File: config.mk
export PLATFORM = sky130hd
export DESIGN_NAME = blc_multi_csr
export DESIGN_NICKNAME = d
export VERILOG_FILES = /design/src/rtl/blc_multi_csr_pkg.sv /design/src/rtl/axil_reg_if.sv /design/src/rtl/blc_multi_csr.sv
export SDC_FILE = /design/constraint.sdc
export NUM_CORES = 1
export LEC_CHECK = 0
export ABC_CLOCK_PERIOD_IN_PS = 2550
export BUFFER_PORTS_ARGS = -buffer_cell sky130_fd_sc_hd__buf_4
export CAP_MARGIN = 10
export CORE_UTILIZATION = 50
export DETAILED_ROUTE_END_ITERATION = 16
export GPL_ROUTABILITY_DRIVEN = 0
export PLACE_DENSITY = 0.89
export SLEW_MARGIN = 10
export SYNTH_ARGS = -nofsm -noshare
export SYNTH_HDL_FRONTEND = slang
export SYNTH_SLANG_ARGS = --single-unit
File: constraint.sdc
create_clock -name clk_i -period 2.55 [get_ports clk_i]
set_input_delay 0.3825 -clock clk_i [delete_from_list [all_inputs] [get_ports clk_i]]
set_output_delay 0.3825 -clock clk_i [all_outputs]
set_load 0.01 [all_outputs]
File: src/rtl/blc_multi_csr_pkg.sv
// Shared definitions for the black level calibration CSR block.
//  - Register indices (word offsets from the base address), most as functions of CH_CNT
//  - STATUS bit positions and AXI response codes
//  - csr_decode(): maps a byte address to a word index, read-only flag and error flag
package blc_multi_csr_pkg;

    localparam logic [1:0] RESP_OKAY   = 2'b00;
    localparam logic [1:0] RESP_SLVERR = 2'b10;

    localparam int ST_BUSY = 0;
    localparam int ST_DONE = 1;
    localparam int ST_OVR  = 2;

    localparam logic [31:0] IDX_MODE    = 32'd0;
    localparam logic [31:0] IDX_CAL_STB = 32'd1;
    localparam logic [31:0] IDX_STATUS  = 32'd2;
    localparam logic [31:0] IDX_MAN_BL0 = 32'd3;

    // First CUR_BL_SR index; the manual levels occupy the slots before it.
    function automatic logic [31:0] idx_cur_bl0(input int unsigned ch_cnt);
        return IDX_MAN_BL0 + 32'(ch_cnt);
    endfunction

    // Number of implemented words; any index at or beyond this is a decode error.
    function automatic logic [31:0] idx_total(input int unsigned ch_cnt);
        return IDX_MAN_BL0 + 32'(2 * ch_cnt);
    endfunction

    typedef struct packed {
        logic [31:0] idx;
        logic        ro;
        logic        err;
    } csr_dec_t;

    // Only the CUR_BL_SR block is read-only; STATUS accepts W1C writes.
    function automatic csr_dec_t csr_decode(input logic [31:0] addr,
                                            input logic [31:0] base,
                                            input int unsigned ch_cnt,
                                            input logic        is_wr);
        logic [31:0] off;
        csr_dec_t    d;
        off   = addr - base;
        d.idx = {2'b00, off[31:2]};
        d.ro  = (d.idx >= idx_cur_bl0(ch_cnt)) && (d.idx < idx_total(ch_cnt));
        d.err = (addr[1:0] != 2'b00) || (addr < base) ||
                (d.idx >= idx_total(ch_cnt)) || (is_wr && d.ro);
        return d;
    endfunction

endpackage

File: src/rtl/axil_reg_if.sv
// AXI4-Lite slave front end for blc_multi_csr.
//  - AW and W each land in a one-deep hold; the first cycle both holds are full is
//    the commit cycle, which presents wr_req (when the decode is clean) and launches B.
//  - AR is decoded in its handshake cycle; rd_idx/rd_req go to the register file,
//    whose combinational rd_data is captured into the R channel.
// Ports: clk_i, rst_i, csr_aw*/w*/b*/ar*/r* (AXI4-Lite), wr_req/wr_idx/wr_data/wr_strb,
//        rd_req/rd_idx (out), rd_data (in).
module axil_reg_if
    import blc_multi_csr_pkg::*;
#(
    parameter logic [31:0] BASE_ADDR = 32'h0000_0000,
    parameter int          CH_CNT    = 4
) (
    input  logic        clk_i,
    input  logic        rst_i,
    input  logic [31:0] csr_awaddr,
    input  logic        csr_awvalid,
    output logic        csr_awready,
    input  logic [31:0] csr_wdata,
    input  logic [3:0]  csr_wstrb,
    input  logic        csr_wvalid,
    output logic        csr_wready,
    output logic [1:0]  csr_bresp,
    output logic        csr_bvalid,
    input  logic        csr_bready,
    input  logic [31:0] csr_araddr,
    input  logic        csr_arvalid,
    output logic        csr_arready,
    output logic [31:0] csr_rdata,
    output logic [1:0]  csr_rresp,
    output logic        csr_rvalid,
    input  logic        csr_rready,
    output logic        wr_req,
    output logic [31:0] wr_idx,
    output logic [31:0] wr_data,
    output logic [3:0]  wr_strb,
    output logic        rd_req,
    output logic [31:0] rd_idx,
    input  logic [31:0] rd_data
);

    logic        aw_held, w_held;
    logic [31:0] aw_addr_q, w_data_q;
    logic [3:0]  w_strb_q;
    logic        commit, ar_fire;
    csr_dec_t    wr_dec, rd_dec;

    assign csr_awready = !aw_held && !csr_bvalid;
    assign csr_wready  = !w_held && !csr_bvalid;
    assign csr_arready = !csr_rvalid;

    assign commit = aw_held && w_held;
    assign wr_dec = csr_decode(aw_addr_q, BASE_ADDR, CH_CNT, 1'b1);
    assign rd_dec = csr_decode(csr_araddr, BASE_ADDR, CH_CNT, 1'b0);

    assign wr_req  = commit && !wr_dec.err;
    assign wr_idx  = wr_dec.idx;
    assign wr_data = w_data_q;
    assign wr_strb = w_strb_q;

    assign ar_fire = csr_arvalid && csr_arready;
    assign rd_req  = ar_fire && !rd_dec.err;
    assign rd_idx  = rd_dec.idx;

    always_ff @(posedge clk_i) begin
        if (rst_i) begin
            aw_held    <= 1'b0;
            w_held     <= 1'b0;
            aw_addr_q  <= '0;
            w_data_q   <= '0;
            w_strb_q   <= '0;
            csr_bvalid <= 1'b0;
            csr_bresp  <= RESP_OKAY;
            csr_rvalid <= 1'b0;
            csr_rresp  <= RESP_OKAY;
            csr_rdata  <= '0;
        end else begin
            if (csr_awvalid && csr_awready) begin
                aw_held   <= 1'b1;
                aw_addr_q <= csr_awaddr;
            end
            if (csr_wvalid && csr_wready) begin
                w_held   <= 1'b1;
                w_data_q <= csr_wdata;
                w_strb_q <= csr_wstrb;
            end
            // Both readies are low while a hold is full, so the clear never races a new accept.
            if (commit) begin
                aw_held    <= 1'b0;
                w_held     <= 1'b0;
                csr_bvalid <= 1'b1;
                csr_bresp  <= wr_dec.err ? RESP_SLVERR : RESP_OKAY;
            end else if (csr_bvalid && csr_bready) begin
                csr_bvalid <= 1'b0;
            end

            if (ar_fire) begin
                csr_rvalid <= 1'b1;
                csr_rresp  <= rd_dec.err ? RESP_SLVERR : RESP_OKAY;
                csr_rdata  <= rd_dec.err ? 32'h0 : rd_data;
            end else if (csr_rvalid && csr_rready) begin
                csr_rvalid <= 1'b0;
            end
        end
    end

endmodule

File: src/rtl/blc_multi_csr.sv
// Control/status register file for the multi-channel black level calibration datapath.
//  - MODE_CR and MAN_BL_CR[c] are written into staging registers and copied to the
//    active outputs (mode_o, man_bl_o) on sof_i, so a frame never sees a half update.
//  - CAL_STB_CR issues a one-cycle cal_stb_o and tracks busy/done/ovr in STATUS_SR.
//  - CUR_BL_SR[c] reflects cur_bl_i zero-extended.
// Ports: clk_i, rst_i (sync, active-high), csr_* AXI4-Lite slave, sof_i, cal_done_i,
//        cur_bl_i (CH_CNT*BL_W), mode_o, cal_stb_o, man_bl_o (CH_CNT*BL_W).
module blc_multi_csr
    import blc_multi_csr_pkg::*;
#(
    parameter logic [31:0] BASE_ADDR = 32'h0000_0000,
    parameter int          CH_CNT    = 4,
    parameter int          BL_W      = 12
) (
    input  logic                   clk_i,
    input  logic                   rst_i,
    input  logic [31:0]            csr_awaddr,
    input  logic                   csr_awvalid,
    output logic                   csr_awready,
    input  logic [31:0]            csr_wdata,
    input  logic [3:0]             csr_wstrb,
    input  logic                   csr_wvalid,
    output logic                   csr_wready,
    output logic [1:0]             csr_bresp,
    output logic                   csr_bvalid,
    input  logic                   csr_bready,
    input  logic [31:0]            csr_araddr,
    input  logic                   csr_arvalid,
    output logic                   csr_arready,
    output logic [31:0]            csr_rdata,
    output logic [1:0]             csr_rresp,
    output logic                   csr_rvalid,
    input  logic                   csr_rready,
    input  logic                   sof_i,
    input  logic                   cal_done_i,
    input  logic [CH_CNT*BL_W-1:0] cur_bl_i,
    output logic                   mode_o,
    output logic                   cal_stb_o,
    output logic [CH_CNT*BL_W-1:0] man_bl_o
);

    logic        wr_req, rd_req;
    logic [31:0] wr_idx, wr_data, rd_idx, rd_data;
    logic [3:0]  wr_strb;
    logic [31:0] wmask;

    logic mode_stg, mode_q;
    logic busy_q, done_q, ovr_q, cal_stb_q;
    logic cal_go, st_w1c;

    logic [CH_CNT-1:0][BL_W-1:0] man_stg, man_act, cur_bl;

    axil_reg_if #(
        .BASE_ADDR (BASE_ADDR),
        .CH_CNT    (CH_CNT)
    ) u_if (
        .clk_i       (clk_i),
        .rst_i       (rst_i),
        .csr_awaddr  (csr_awaddr),
        .csr_awvalid (csr_awvalid),
        .csr_awready (csr_awready),
        .csr_wdata   (csr_wdata),
        .csr_wstrb   (csr_wstrb),
        .csr_wvalid  (csr_wvalid),
        .csr_wready  (csr_wready),
        .csr_bresp   (csr_bresp),
        .csr_bvalid  (csr_bvalid),
        .csr_bready  (csr_bready),
        .csr_araddr  (csr_araddr),
        .csr_arvalid (csr_arvalid),
        .csr_arready (csr_arready),
        .csr_rdata   (csr_rdata),
        .csr_rresp   (csr_rresp),
        .csr_rvalid  (csr_rvalid),
        .csr_rready  (csr_rready),
        .wr_req      (wr_req),
        .wr_idx      (wr_idx),
        .wr_data     (wr_data),
        .wr_strb     (wr_strb),
        .rd_req      (rd_req),
        .rd_idx      (rd_idx),
        .rd_data     (rd_data)
    );

    assign wmask = {{8{wr_strb[3]}}, {8{wr_strb[2]}}, {8{wr_strb[1]}}, {8{wr_strb[0]}}};

    assign cur_bl    = cur_bl_i;
    assign man_bl_o  = man_act;
    assign mode_o    = mode_q;
    assign cal_stb_o = cal_stb_q;

    assign cal_go = wr_req && (wr_idx == IDX_CAL_STB) && wr_strb[0] && wr_data[0];
    assign st_w1c = wr_req && (wr_idx == IDX_STATUS) && wr_strb[0];

    // Mode: staged on write, activated on sof_i. Nonblocking semantics mean a commit
    // coinciding with sof_i activates the pre-commit staged value.
    always_ff @(posedge clk_i) begin
        if (rst_i) begin
            mode_stg <= 1'b0;
            mode_q   <= 1'b0;
        end else begin
            if (wr_req && (wr_idx == IDX_MODE) && wr_strb[0])
                mode_stg <= wr_data[0];
            if (sof_i)
                mode_q <= mode_stg;
        end
    end

    // Per-channel manual level: byte-lane merge into the staged value, then sof_i copy.
    for (genvar c = 0; c < CH_CNT; c++) begin : g_ch
        logic [31:0]     man_ext, man_nxt;
        logic [BL_W-1:0] stg_q, act_q;

        always_comb begin
            man_ext             = '0;
            man_ext[BL_W-1:0]   = stg_q;
            man_nxt             = (man_ext & ~wmask) | (wr_data & wmask);
        end

        always_ff @(posedge clk_i) begin
            if (rst_i) begin
                stg_q <= '0;
                act_q <= '0;
            end else begin
                if (wr_req && (wr_idx == IDX_MAN_BL0 + 32'(c)))
                    stg_q <= man_nxt[BL_W-1:0];
                if (sof_i)
                    act_q <= stg_q;
            end
        end

        assign man_stg[c] = stg_q;
        assign man_act[c] = act_q;
    end

    // Calibration control. A start while busy is dropped and flagged as overrun.
    // Hardware sets take priority over a coincident W1C.
    always_ff @(posedge clk_i) begin
        if (rst_i) begin
            busy_q    <= 1'b0;
            done_q    <= 1'b0;
            ovr_q     <= 1'b0;
            cal_stb_q <= 1'b0;
        end else begin
            cal_stb_q <= cal_go && !busy_q;

            if (cal_go && !busy_q)
                busy_q <= 1'b1;
            else if (cal_done_i)
                busy_q <= 1'b0;

            if (cal_done_i)
                done_q <= 1'b1;
            else if (st_w1c && wr_data[ST_DONE])
                done_q <= 1'b0;

            if (cal_go && busy_q)
                ovr_q <= 1'b1;
            else if (st_w1c && wr_data[ST_OVR])
                ovr_q <= 1'b0;
        end
    end

    // Read mux; MODE and MAN_BL return staged values, CAL_STB_CR reads as zero.
    always_comb begin
        rd_data = '0;
        if (rd_req) begin
            if (rd_idx == IDX_MODE)
                rd_data[0] = mode_stg;
            if (rd_idx == IDX_STATUS) begin
                rd_data[ST_BUSY] = busy_q;
                rd_data[ST_DONE] = done_q;
                rd_data[ST_OVR]  = ovr_q;
            end
            for (int c = 0; c < CH_CNT; c++) begin
                if (rd_idx == IDX_MAN_BL0 + 32'(c))
                    rd_data[BL_W-1:0] = man_stg[c];
                if (rd_idx == idx_cur_bl0(CH_CNT) + 32'(c))
                    rd_data[BL_W-1:0] = cur_bl[c];
            end
        end
    end

endmodule

# Word level (Yosys, flattened, before mapping)
# Cells that the tools add are included.
# word_totals
ram_bits	0
ff_bits	188
latch_bits	0
mem_count	0
romBits	0
# classes
n_bitwise	10
multipliers	0
reduce_logical	48
addsub	0
shift	0
mux	24
eq_ne	15
magnitude_cmp	6
div_mod_pow	0
# op_table
cell	count
30-bit by 3-bit equality test with 1-bit output, second input constant	7
30-bit by 2-bit equality test with 1-bit output, second input constant	4
12-bit 2-to-1 mux	10
30-bit by 4-bit equality test with 1-bit output, second input constant	3
32-bit logical NOT	2
32-bit by 1-bit less-than comparator with 1-bit output, second input constant	2
12-bit AND	5
30-bit by 4-bit greater-or-equal comparator with 1-bit output, second input constant	2
12-bit bitwise OR	4
30-bit by 1-bit equality test with 1-bit output, second input constant	1
30-bit by 3-bit greater-or-equal comparator with 1-bit output, second input constant	1
30-bit by 4-bit less-than comparator with 1-bit output, second input constant	1
1-bit logical AND	26
2-bit nonzero test	7
12-bit NOT	1
1-bit 2-to-1 mux	11
1-bit logical NOT	7
1-bit logical OR	5
2-bit 2-to-1 mux	2
3-bit 2-to-1 mux	1
2-bit OR reduction	1

# Logic depth before layout (Yosys ltp)
# depth
word_depth	13
mapped_depth	7
depth_no_buf	5

# Cells and area by module
# From an unflattened synthesis, not the netlist that was laid out.
# unflattened
hier_cells	1082
hier_area_um2	9653.0
# by_module_without_submodules
module	area_each_um2	instances	seq_area_each_um2	cells_per_inst
blc_multi_csr	5451.5	1	2042.0	596
axil_reg_if	4201.5	1	2122.0	486

# Least setup slack after synthesis
# Ideal clock, no wire load.
# synth_path
path_kind	reg2reg
start	register u_if.aw_addr_q[9]
end	register with a tool-made name
setup_ps	128
n_path_buf	0
required_time_ps	2422
path_slack_ps	499
path_stages_with_launch	6
t_arrival_ps	1924
path_cell_list	dfxtp_1 > or4_4 > nor4_4 > nand4_2 > mux2i_1 > nor2_1
# synth_lines
element	line_no	rtl
start: declaration	axil_reg_if.sv:43	logic [31:0] aw_addr_q, w_data_q;
start signal: assignment	axil_reg_if.sv:80	aw_addr_q <= csr_awaddr;

==> impl_metrics.csv <==
group,metric,value,unit
global_routing,groute.usage.overall,28.8,%
worst_setup_path,critical_path.cell_chain,"or4_4 -> nor4_4 -> buf_4 -> nand4_2 -> mux2i_1 -> nor2_1",
cts,cts.repair.resized,0,
synthesis,synth_seq_area_share,45.9,%
final_layout,area_of_all_sequential_standard_cells,0.00332,mm²
power_and_ir_drop,cellPowerDensity,628,mW/mm²
floorplan,start_util,51.7,%
final_layout,syn_to_final_growth,30.2,%
global_routing,first_global_vias,6445,
synthesis,synth.lib_cells_used.distinct,54,
synthesis,syn_area_per_cell,8.58,µm²
cts,clk_root_buffer_cell,"sky130_fd_sc_hd__clkbuf_16",
route,detailedRoute.firstPassIterationCount,8,
route,drc,0,
synthesis,yosys_most_used_dff,"sky130_fd_sc_hd__dfxtp_1",
global_routing,leftover_overflow_at_the_end_of_global_routing,0,
sta,unrepaired_setup_endpoints_after_global_routing,"false",
synthesis,synth_mux_area_share,13.9,%
worst_setup_path,crit_fanout,8,
route,routed_via_density,5.77,
synthesis,area_of_the_mapped_netlist,0.00723,mm²
synthesis,synthSimpleGateAreaFrac,21.4,%
sta,layout_setup_ws,283,ps
sta,period_minus_slack,2270,ps
worst_setup_path,req_time_crit_path,2840,ps
hold_path,hold_path_depth,2,
sta,report.final.hold_viol_count,0,
outcome,status,"complete, no violations",
sta,fmaxAchievable,0.441,GHz
worst_setup_path,critical-path-slowest-cell,"sky130_fd_sc_hd__or4_4",
route,routed_wire_length,21.7,mm
synthesis,main_combinational_cell_family_by_area_after_synthesis,"simple AND/OR/NAND/NOR gates",
global_routing,largest_net_degree_at_the_start_of_global_routing,155,
worst_setup_path,r2r-start,"u_if.aw_addr_q[9]$_SDFFE_PP0P_",
synthesis,synth-edff-count,0,
route,drt_first_iter_violations,746,
floorplan,floorplan.io_pins,248,
final_layout,antennaDiodeCount,0,
place,detailed_place_hpwl,15.3,mm
synthesis,synth-async-reset-ratio,0,%
final_layout,multi_input_logic_area,0.00359,mm²
final_layout,fill_cells,1090,
synthesis,synth_seq_cells,166,
cts,clk-insertion-delay-late,430,ps
cts,clock-sinks,166,
worst_setup_path,crit_arrival,2560,ps
route,wl_per_cell,17.8,µm
hold_path,min_path_type,"in2reg",
synthesis,compound_cell_area_share_of_the_yosys_netlist,13.2,%
cts,postCtsHoldBufs,0,
power_and_ir_drop,fin_total_pwr,5910,µW
final_layout,final_cell_count_no_fill,1219,
cts,cts_htree_levels,4,
worst_setup_path,timing.critical_path.slowest_cell_delay,540,ps
global_routing,grt_first_pass_wirelength,32.7,mm
floorplan,fp.dieH,122,µm
power_and_ir_drop,max-vdd-ir-drop,0.488,mV
sta,worst_pin_slew,1020,ps
sta,min_period_over_period,88.9,%
place,dp_cells,1187,
worst_setup_path,start_kind,"flip-flop",
floorplan,core_area,0.0140,mm²
sta,final-setup-viol-count,0,
floorplan,die_w,122,µm
sta,timing.clock.skew,8.24,ps
sta,timing_max_transition_violations_final,0,
synthesis,synth_fa_ha_area_share,0,%
place,worst_slack_after_detailed_placement,297,ps
worst_setup_path,critical_path.startpoint,"u_if.aw_addr_q[9]$_SDFFE_PP0P_",
cts,cts_max_path_buffers,2,
sta,fin_setup_tns,0,ps
power_and_ir_drop,leakagePower,0.00427,µW
cts,cts_tree,"done",
synthesis,number_of_instances_in_the_synthesized_netlist,843,
final_layout,post_route_cells_drive_above_1_share,25.8,%
synthesis,yosys.area_share.xor_xnor,0,%
flow_run,drv.max_cap_violation_count,0,
route,ant_nets,0,
final_layout,nNetsFinal,1183,
floorplan,design.die.area,0.0150,mm²
cts,tritoncts.num_buffers,17,
floorplan,std_cell_rows,43,
worst_setup_path,worst-r2r-cell-count,6,
global_routing,number_of_antenna_violations_at_the_first_check_in_global_routing,0,
worst_setup_path,worstSetupPathType,"reg2reg",
place,port_buffers,203,
cts,clk_pin_slew_worst_paths,70,ps
worst_setup_path,kind_of_capture_point_of_the_worst_setup_path,"flip-flop",
worst_setup_path,worst-r2r-setup-slack,280,ps
cts,setup_repair_bufs_after_cts,0,
route,route.vias.total,7033,
sta,timing.max_slew.rel_slack,31.8,%
synthesis,yosysWarningCount,0,
==> cell type report <==
cell class                 instances  share of cell area, %
tap                              180                   2.39
sequential                       166                   35.3
clock inverter                    15                   1.85
timing repair buffer             219                   17.6
inverter                           5                  0.199
clock buffer                      17                   4.52
multi-input combinational        617                   38.1
==> Yosys cell counts, drive strengths merged (9+ instances only) <==
cell / instances / area, µm²
dfxtp: 166 / 3320
nor2: 125 / 469
nand2: 121 / 454
mux2i: 99 / 991
a21oi: 85 / 425
clkbuf: 43 / 161
buf: 33 / 218
o21ai: 28 / 140
nor4: 14 / 109
nand2b: 13 / 81.3
nor3: 11 / 55.1
a22oi: 9 / 67.6
nand3: 9 / 57.6
nand4: 9 / 81.3
==> kinds of logic after synthesis <==
group	Yosys count
simple gates	335
flops	166
compound gates	160
mux	100
buf+inv	81
other cells	1
==> layout by cell type, fill, tap and decap left out, types with 13 or more instances in the layout <==
cell type,n
sky130_fd_sc_hd__nand2b_1,13
sky130_fd_sc_hd__clkbuf_16,17
sky130_fd_sc_hd__buf_4,218
sky130_fd_sc_hd__o21ai_0,28
sky130_fd_sc_hd__conb_1,22
sky130_fd_sc_hd__a21oi_1,85
sky130_fd_sc_hd__mux2i_1,99
sky130_fd_sc_hd__dfxtp_1,166
sky130_fd_sc_hd__nor2_1,125
sky130_fd_sc_hd__nand2_1,121
==> critical path: cells and delay by family, from the launching register on <==
family | cells | cell delay [ps]
buffers and inverters | 1 | 220
flip-flops | 1 | 310
AND/OR/NAND/NOR | 4 | 1260
multiplexers | 1 | 330
==> power breakdown <==
part	internal [µW]	switching, µW	total, µW	leakage, µW
Combinational	281	328	608	0.00264
Sequential	2650	63.1	2710	0.00135
Clock	1470	1120	2590	0.000282
Total	4390	1520	5910	0.00427
==> worst min-delay path by stage <==
stage | start | endpoint | slack, ps
2_1_floorplan | busy_q$_SDFFE_PP0P_ | cal_stb_o$_SDFF_PP0_ | 420
3_3_place_gp | u_if.csr_rdata[8]$_SDFFE_PP0P_ | u_if.csr_rdata[8]$_SDFFE_PP0P_ | 440
3_5_place_dp | u_if.aw_addr_q[21]$_SDFFE_PP0P_ | u_if.aw_addr_q[21]$_SDFFE_PP0P_ | 440
4_1_cts | rst_i | g_ch[0].act_q[7]$_SDFFE_PP0P_ | 180
5_1_grt | csr_wdata[2] | u_if.wr_data[2]$_SDFFE_PP0P_ | 190
6_report | rst_i | g_ch[0].act_q[7]$_SDFFE_PP0P_ | 190
==> routing by layer <==
layer	GRT usage [%]	up-vias	part of all wire, %
met4	12.7	0	3.8
li1	-	3272	-
met2	48.1	411	48
met1	34.5	3276	38
met3	7.99	74	10
met5	0	-	0
==> stage by stage <==
step | area [µm²] | utilization (%) | hold slack (ps)
6_report | 9410 | 67.3 | 188
5_1_grt | 9410 | 67.3 | 189
4_1_cts | 9410 | 67.3 | 179
3_5_place_dp | 8810 | 63.0 | 443
3_3_place_gp | 8810 | 63.0 | 438
2_1_floorplan | 7310 | - | 420
Power figures use the tool's default switching activity.
